`config.mk`:
```
export PLATFORM = sky130hd
export DESIGN_NAME = rom_load_buffer
export DESIGN_NICKNAME = d
export VERILOG_FILES = /design/src/rtl/rom_load_buffer.sv
export SDC_FILE = /design/constraint.sdc
export NUM_CORES = 1
export LEC_CHECK = 0
export CAP_MARGIN = 20
export CORE_MARGIN = 2
export CORE_UTILIZATION = 50
export CTS_CLUSTER_DIAMETER = 50
export CTS_CLUSTER_SIZE = 20
export DETAILED_ROUTE_END_ITERATION = 16
export PLACE_DENSITY = 0.8
export SLEW_MARGIN = 40
export SYNTH_ARGS = -nofsm -noshare
export SYNTH_HDL_FRONTEND = slang
export SYNTH_SLANG_ARGS = --single-unit
```
`constraint.sdc`:
```
create_clock -name clk_sys -period 8.48 [get_ports clk_sys]
set_clock_uncertainty 0.05 [all_clocks]
set_input_delay 1.272 -clock clk_sys [delete_from_list [all_inputs] [get_ports clk_sys]]
set_output_delay 1.272 -clock clk_sys [all_outputs]
set_load 0.05 [all_outputs]
```
`src/rtl/rom_load_buffer.sv`:
```
// Generic synchronous FIFO with a same-cycle flush that still admits the incoming word.
// Latency: a pushed word is visible at the head on the cycle after the push.
// Backpressure: full reflects the current count only; a pop in the same cycle does not free a slot.
module rom_load_buffer_fifo #(
  parameter int W     = 8,
  parameter int DEPTH = 4,
  localparam int CNTW = $clog2(DEPTH + 1)
) (
  input  logic            clk_sys,
  input  logic            reset,
  input  logic            flush,
  input  logic            push_vld,
  input  logic [W-1:0]    push_dat,
  input  logic            pop,
  output logic [W-1:0]    head_dat,
  output logic            empty,
  output logic            full,
  output logic [CNTW-1:0] count_nxt
);
  localparam int PW = $clog2(DEPTH);

  logic [W-1:0]    mem [DEPTH];
  logic [PW-1:0]   wptr;
  logic [PW-1:0]   rptr;
  logic [PW-1:0]   wr_idx;
  logic [CNTW-1:0] count;
  logic            push_ok;
  logic            pop_ok;

  assign empty    = (count == '0);
  assign full     = (count == CNTW'(DEPTH));
  assign head_dat = mem[rptr];

  // Accept/remove decisions and next occupancy; a flush restarts the ring at slot 0.
  always_comb begin
    push_ok = push_vld & (flush | ~full);
    pop_ok  = pop & ~empty & ~flush;
    wr_idx  = flush ? '0 : wptr;
    if (flush) begin
      count_nxt = push_ok ? CNTW'(1) : '0;
    end else begin
      count_nxt = count + CNTW'(push_ok) - CNTW'(pop_ok);
    end
  end

  // Pointer and occupancy registers; pointers wrap naturally at the power-of-2 depth.
  always_ff @(posedge clk_sys) begin
    if (reset) begin
      wptr  <= '0;
      rptr  <= '0;
      count <= '0;
    end else begin
      count <= count_nxt;
      if (flush) begin
        rptr <= '0;
        wptr <= push_ok ? PW'(1) : '0;
      end else begin
        if (push_ok) wptr <= wptr + PW'(1);
        if (pop_ok)  rptr <= rptr + PW'(1);
      end
    end
  end

  // Storage array; contents are only read when the count says they are valid.
  always_ff @(posedge clk_sys) begin
    if (push_ok) mem[wr_idx] <= push_dat;
  end
endmodule

// Queues ioctl ROM writes and drains them to the DDR write port over a toggle req/ack handshake.
// Latency: a push into an empty, idle buffer toggles wr_req two cycles later; back-to-back writes have no bubble.
// Backpressure: ioctl_wait is registered and asserts at HIWAT occupancy; strobes arriving while full are dropped and flagged.
module rom_load_buffer #(
  parameter int AW       = 25,
  parameter int DW       = 16,
  parameter int DEPTH    = 4,
  parameter int HIWAT    = 3,
  parameter int BYTESWAP = 1,
  parameter int CW       = 24
) (
  input  logic          clk_sys,
  input  logic          reset,
  input  logic          ioctl_download,
  input  logic          ioctl_wr,
  input  logic [AW-1:0] ioctl_addr,
  input  logic [DW-1:0] ioctl_data,
  output logic          ioctl_wait,
  output logic [AW-1:0] wr_addr,
  output logic [DW-1:0] wr_data,
  output logic          wr_req,
  input  logic          wr_ack,
  output logic          busy,
  output logic [CW-1:0] words_written,
  output logic          overflow
);
  localparam int CNTW = $clog2(DEPTH + 1);
  localparam int NB   = DW / 8;
  localparam logic [CNTW-1:0] HIWAT_C = CNTW'(HIWAT);

  typedef struct packed {
    logic [AW-1:0] addr;
    logic [DW-1:0] dat;
  } entry_t;

  typedef enum logic {IDLE, WAIT_ACK} state_t;

  state_t          state;
  state_t          state_nxt;
  entry_t          push_ent;
  entry_t          head_ent;
  logic [DW-1:0]   data_sw;
  logic [CNTW-1:0] count_nxt;
  logic            dl_q;
  logic            dl_rise;
  logic            push_req;
  logic            fifo_empty;
  logic            fifo_full;
  logic            head_vld;
  logic            ack_match;
  logic            issue;
  logic            ack_done;
  logic            skip_cnt;

  assign dl_rise   = ioctl_download & ~dl_q;
  assign push_req  = ioctl_wr & ioctl_download;
  assign ack_match = (wr_ack == wr_req);
  // Entries still in the ring during a restart belong to the old download.
  assign head_vld  = ~fifo_empty & ~dl_rise;
  assign busy      = (state != IDLE) | ~fifo_empty;
  assign push_ent  = {ioctl_addr, data_sw};

  // Optional byte reversal of the incoming data word.
  always_comb begin
    data_sw = ioctl_data;
    if (BYTESWAP != 0) begin
      for (int b = 0; b < NB; b++) begin
        data_sw[b*8 +: 8] = ioctl_data[(NB-1-b)*8 +: 8];
      end
    end
  end

  rom_load_buffer_fifo #(
    .W     ($bits(entry_t)),
    .DEPTH (DEPTH)
  ) u_fifo (
    .clk_sys   (clk_sys),
    .reset     (reset),
    .flush     (dl_rise),
    .push_vld  (push_req),
    .push_dat  (push_ent),
    .pop       (issue),
    .head_dat  (head_ent),
    .empty     (fifo_empty),
    .full      (fifo_full),
    .count_nxt (count_nxt)
  );

  // Drain FSM state register.
  always_ff @(posedge clk_sys) begin
    if (reset) state <= IDLE;
    else       state <= state_nxt;
  end

  // Drain FSM decisions: issue the head when idle, or chain the next word on the ack cycle.
  always_comb begin
    state_nxt = state;
    issue     = 1'b0;
    ack_done  = 1'b0;
    case (state)
      IDLE: begin
        if (head_vld) begin
          issue     = 1'b1;
          state_nxt = WAIT_ACK;
        end
      end
      WAIT_ACK: begin
        if (ack_match) begin
          ack_done = 1'b1;
          if (head_vld) issue = 1'b1;
          else          state_nxt = IDLE;
        end
      end
      default: state_nxt = IDLE;
    endcase
  end

  // Write port, handshake, backpressure and progress/status registers.
  always_ff @(posedge clk_sys) begin
    if (reset) begin
      // Resync the toggle pair so leaving reset never launches a write.
      wr_req        <= wr_ack;
      wr_addr       <= '0;
      wr_data       <= '0;
      ioctl_wait    <= 1'b0;
      words_written <= '0;
      overflow      <= 1'b0;
      dl_q          <= 1'b0;
      skip_cnt      <= 1'b0;
    end else begin
      dl_q       <= ioctl_download;
      ioctl_wait <= (count_nxt >= HIWAT_C);

      if (issue) begin
        wr_addr <= head_ent.addr;
        wr_data <= head_ent.dat;
        wr_req  <= ~wr_req;
      end

      // A write already in flight at a restart completes but is not credited to the new download.
      if (dl_rise && state == WAIT_ACK && !ack_match) skip_cnt <= 1'b1;
      else if (ack_done)                              skip_cnt <= 1'b0;

      if (dl_rise) begin
        words_written <= '0;
      end else if (ack_done && !skip_cnt && words_written != '1) begin
        words_written <= words_written + 1'b1;
      end

      if (dl_rise)                          overflow <= 1'b0;
      else if (push_req && fifo_full)       overflow <= 1'b1;
    end
  end
endmodule

```
==> impl_metrics.csv <==
group,metric,value,unit
yosys,synth.avg_cell_area,14.94,um2
place,place_congestion,0.8436,
place,placed_cell_area,10510,um2
timing,final.hold.worst_slack,0.4088,ns
worst_setup_path,criticalPathCategory,"in -> reg",
worst_setup_path,end_kind,"flip-flop",
yosys,postSynth.asyncResetShare,0,%
timing,grt_setup_unrepaired,"no",
yosys,post-synth-top-count-cell,"sky130_fd_sc_hd__edfxtp_1",
yosys,synth_edf_count,165,
timing,post-route-worst-setup-slack,4.007,ns
yosys,synthTopCellsByArea,"sky130_fd_sc_hd__edfxtp_1 (54%), sky130_fd_sc_hd__dfxtp_1 (17%), sky130_fd_sc_hd__mux4_2 (10%), sky130_fd_sc_hd__nand2_1 (4.2%), sky130_fd_sc_hd__a21oi_1 (3.2%)",
cells_and_area,post-route-util,62.73,%
detailed_routing,detail_route.iter0.violations,425,
worst_setup_path,setup.worst_path.start_class,"input pin",
detailed_routing,ant_nets,0,
power_and_ir_drop,cellPowerDensity,274.5,nW/um2
clock_network,cts_htree_levels,1,
grt,global_route.overflow_total,0,
yosys,postSynthCellCount,610,
floorplan,initial_core_util,50.90,%
worst_setup_path,timing.critical_path.required,8.78,ns
floorplan,dieWidth,139,um
clock_network,cts_hold_repair.buffers,0,
detailed_routing,detail_route.first_pass.iterations,4,
detailed_routing,drc_errors,0,
clock_network,clkSlewWorstSetupHoldPaths,0.07,ns
clock_network,cts_num_sinks,242,
worst_setup_path,critPathMaxFanout,45,
floorplan,rows,49,
timing,maxSlewViolCount,0,
timing,final.setup.tns,0,ns
yosys,synth.yosys.seq_area_share,71.29,%
detailed_routing,vias,5395,
yosys,yosysWarningCount,0,
floorplan,fp.coreArea,17900,um2
cells_and_area,num_antenna_cells,0,
floorplan,ios,115,
timing,max-slew-margin-rel,51.89,%
clock_network,cts-resized-gates,0,
yosys,synthesis_stage_register_bit_count,242,
worst_setup_path,cp.arrival,4.78,ns
job,max-cap-violations,0,
floorplan,fp.dieArea,19320,um2
yosys,synth.cell_area,9112,um2
yosys,yosysUniqueCellTypes,49,
grt,first_global_vias,5581,
power_and_ir_drop,ir_drop,238.4,uV
grt,gr-usage-all-layers,18.83,%
timing,finalSetupViolCount,0,
clock_network,worstSkewPairLatency,0.51,ns
timing,period_share,52.74,%
yosys,top_cell_type_s_share_of_synthesized_area,54.37,%
clock_network,tritoncts_clock_tree,"done",
place,dp.final_hpwl,11030,um
outcome,status,"finished, final reports clean",
grt,global_route_wire_length_before_repair,29040,um
power_and_ir_drop,p_leak,0.003547,uW
timing,achievable-frequency,0.2236,GHz
yosys,mappedNetlistNets,660,
yosys,synth_top_area_cell,"sky130_fd_sc_hd__edfxtp_1",
cells_and_area,num-nets-final,772,
cells_and_area,share_of_layout_cells_above_drive_strength_1,14.11,%
cells_and_area,fillCellCount,1320,
yosys,synthFlopType,"sky130_fd_sc_hd__edfxtp_1",
detailed_routing,route.final.wire_length,18440,um
timing,timing.final.crit_period,4.473,ns
clock_network,clock_tree.buffer_depth,3,
floorplan,die_height,139,um
cells_and_area,stdcell_area,11230,um2
detailed_routing,vias_per_cell,5.585,
place,portBuffers,114,
yosys,synth_top_cells_by_count,"sky130_fd_sc_hd__edfxtp_1 (165), sky130_fd_sc_hd__nand2_1 (103), sky130_fd_sc_hd__dfxtp_1 (77), sky130_fd_sc_hd__a21oi_1 (58), sky130_fd_sc_hd__mux4_2 (41)",
clock_network,cts.repair_timing.setup_buffer_count,0,
timing,worst-slew-pin-transition,0.7157,ns
grt,maximum_number_of_pins_on_one_net_before_global_route_repair,52,
clock_network,cts_made_buffers,21,
clock_network,root_buffer,"sky130_fd_sc_hd__clkbuf_16",
cells_and_area,area_delta_synth_final,23.23,%
detailed_routing,wire_per_inst,19.09,um
grt,antenna_found_initial,0,
min_path,hold_path.class,"reg -> reg",
timing,final-hold-violation-count,0,
place,preCtsSetupSlack,3.503,ns
==> cell type report <==
cell class	instances	area (um2)	share of cell area, %
inverter	6	25.02	0.2228
sequential	242	6504	57.92
multi-input combinational	331	2506	22.32
clock buffer	24	568.0	5.059
clock inverter	14	146.4	1.304
timing repair buffer	120	1194	10.63
tap	229	286.5	2.552
==> critical path: stages <==
cell and delay [ns]:
sky130_fd_sc_hd__clkdlybuf4s50_1 0.54, sky130_fd_sc_hd__nor2b_1 0.34, sky130_fd_sc_hd__or2_2 0.19, sky130_fd_sc_hd__nand2b_4 0.47, sky130_fd_sc_hd__inv_4 0.37, sky130_fd_sc_hd__ha_1 0.39, sky130_fd_sc_hd__inv_1 0.07, sky130_fd_sc_hd__ha_1 0.15
sky130_fd_sc_hd__inv_1 0.06, sky130_fd_sc_hd__fa_1 0.37, sky130_fd_sc_hd__xor2_1 0.17, sky130_fd_sc_hd__xnor2_1 0.23, sky130_fd_sc_hd__a21oi_1 0.11
==> report_power, final <==
part           leakage [uW]  internal [uW]  total, uW  switching (uW)
sequential          0.00213           1340       1410            69.8
combinational       0.00107            254        700             446
clock              0.000354            511        971             460
==> cell families after synthesis <==
logic type	share of synthesized area [%]
AO/OA/AOI/OAI	5.437
XOR/XNOR	1.442
adder cells (fa/ha/maj)	0.6317
buffers and inverters	1.648
flip-flops	71.29
multiplexers	10.13
AND/OR/NAND/NOR	9.419
==> metal layers <==
layer / GRT usage [%] / vias up / routed length [um]
met1: 23.65 / 2679 / 7425
met4: 5.051 / 0 / 283
met5: 0 / - / 0
met3: 4.006 / 21 / 1163
li1: - / 2529 / -
met2: 33.39 / 166 / 9570
==> cells in the final DEF (no fill, tap or decap), types with 4 or more instances in the layout <==
master                            count
sky130_fd_sc_hd__inv_8                5
sky130_fd_sc_hd__xor2_1               5
sky130_fd_sc_hd__mux4_2              41
sky130_fd_sc_hd__clkbuf_16           22
sky130_fd_sc_hd__or3_1                7
sky130_fd_sc_hd__nand2_1            103
sky130_fd_sc_hd__nor3_1               4
sky130_fd_sc_hd__buf_4                5
sky130_fd_sc_hd__nand3_1             10
sky130_fd_sc_hd__a211oi_1             4
sky130_fd_sc_hd__inv_1                5
sky130_fd_sc_hd__clkdlybuf4s50_1    113
sky130_fd_sc_hd__edfxtp_1           165
sky130_fd_sc_hd__nand4_1              5
sky130_fd_sc_hd__dfxtp_1             75
sky130_fd_sc_hd__xnor2_1             10
sky130_fd_sc_hd__a21oi_1             58
sky130_fd_sc_hd__inv_6                5
sky130_fd_sc_hd__nor2_1              23
sky130_fd_sc_hd__o21ai_0              8
==> metrics by stage <==
step / instances / power, uW
global route: 966 / 3205
floorplan: 610 / 1899
global placement: 927 / 2110
detailed placement: 928 / 2140
CTS: 966 / 3112
finish: 966 / 3082
==> flip-flops by register name, summed over array words and instances (netlist names), 2 cells and up <==
signal         count
u_fifo.wptr        2
u_fifo.mem       164
wr_addr           25
u_fifo.count       3
wr_data           16
u_fifo.rptr        2
words_written     24
==> path summary, 6_finish.rpt <==
path	slack, ns	endpoint	cells past startpoint	start
min reg2reg	0.41	wr_addr[20]	2	wr_addr[20]
max	4.01	ioctl_wait	13	ioctl_download
min	0.41	wr_addr[20]	2	wr_addr[20]
max reg2reg	4.97	ioctl_wait	12	wr_req
(Power assumes the default switching activity.)
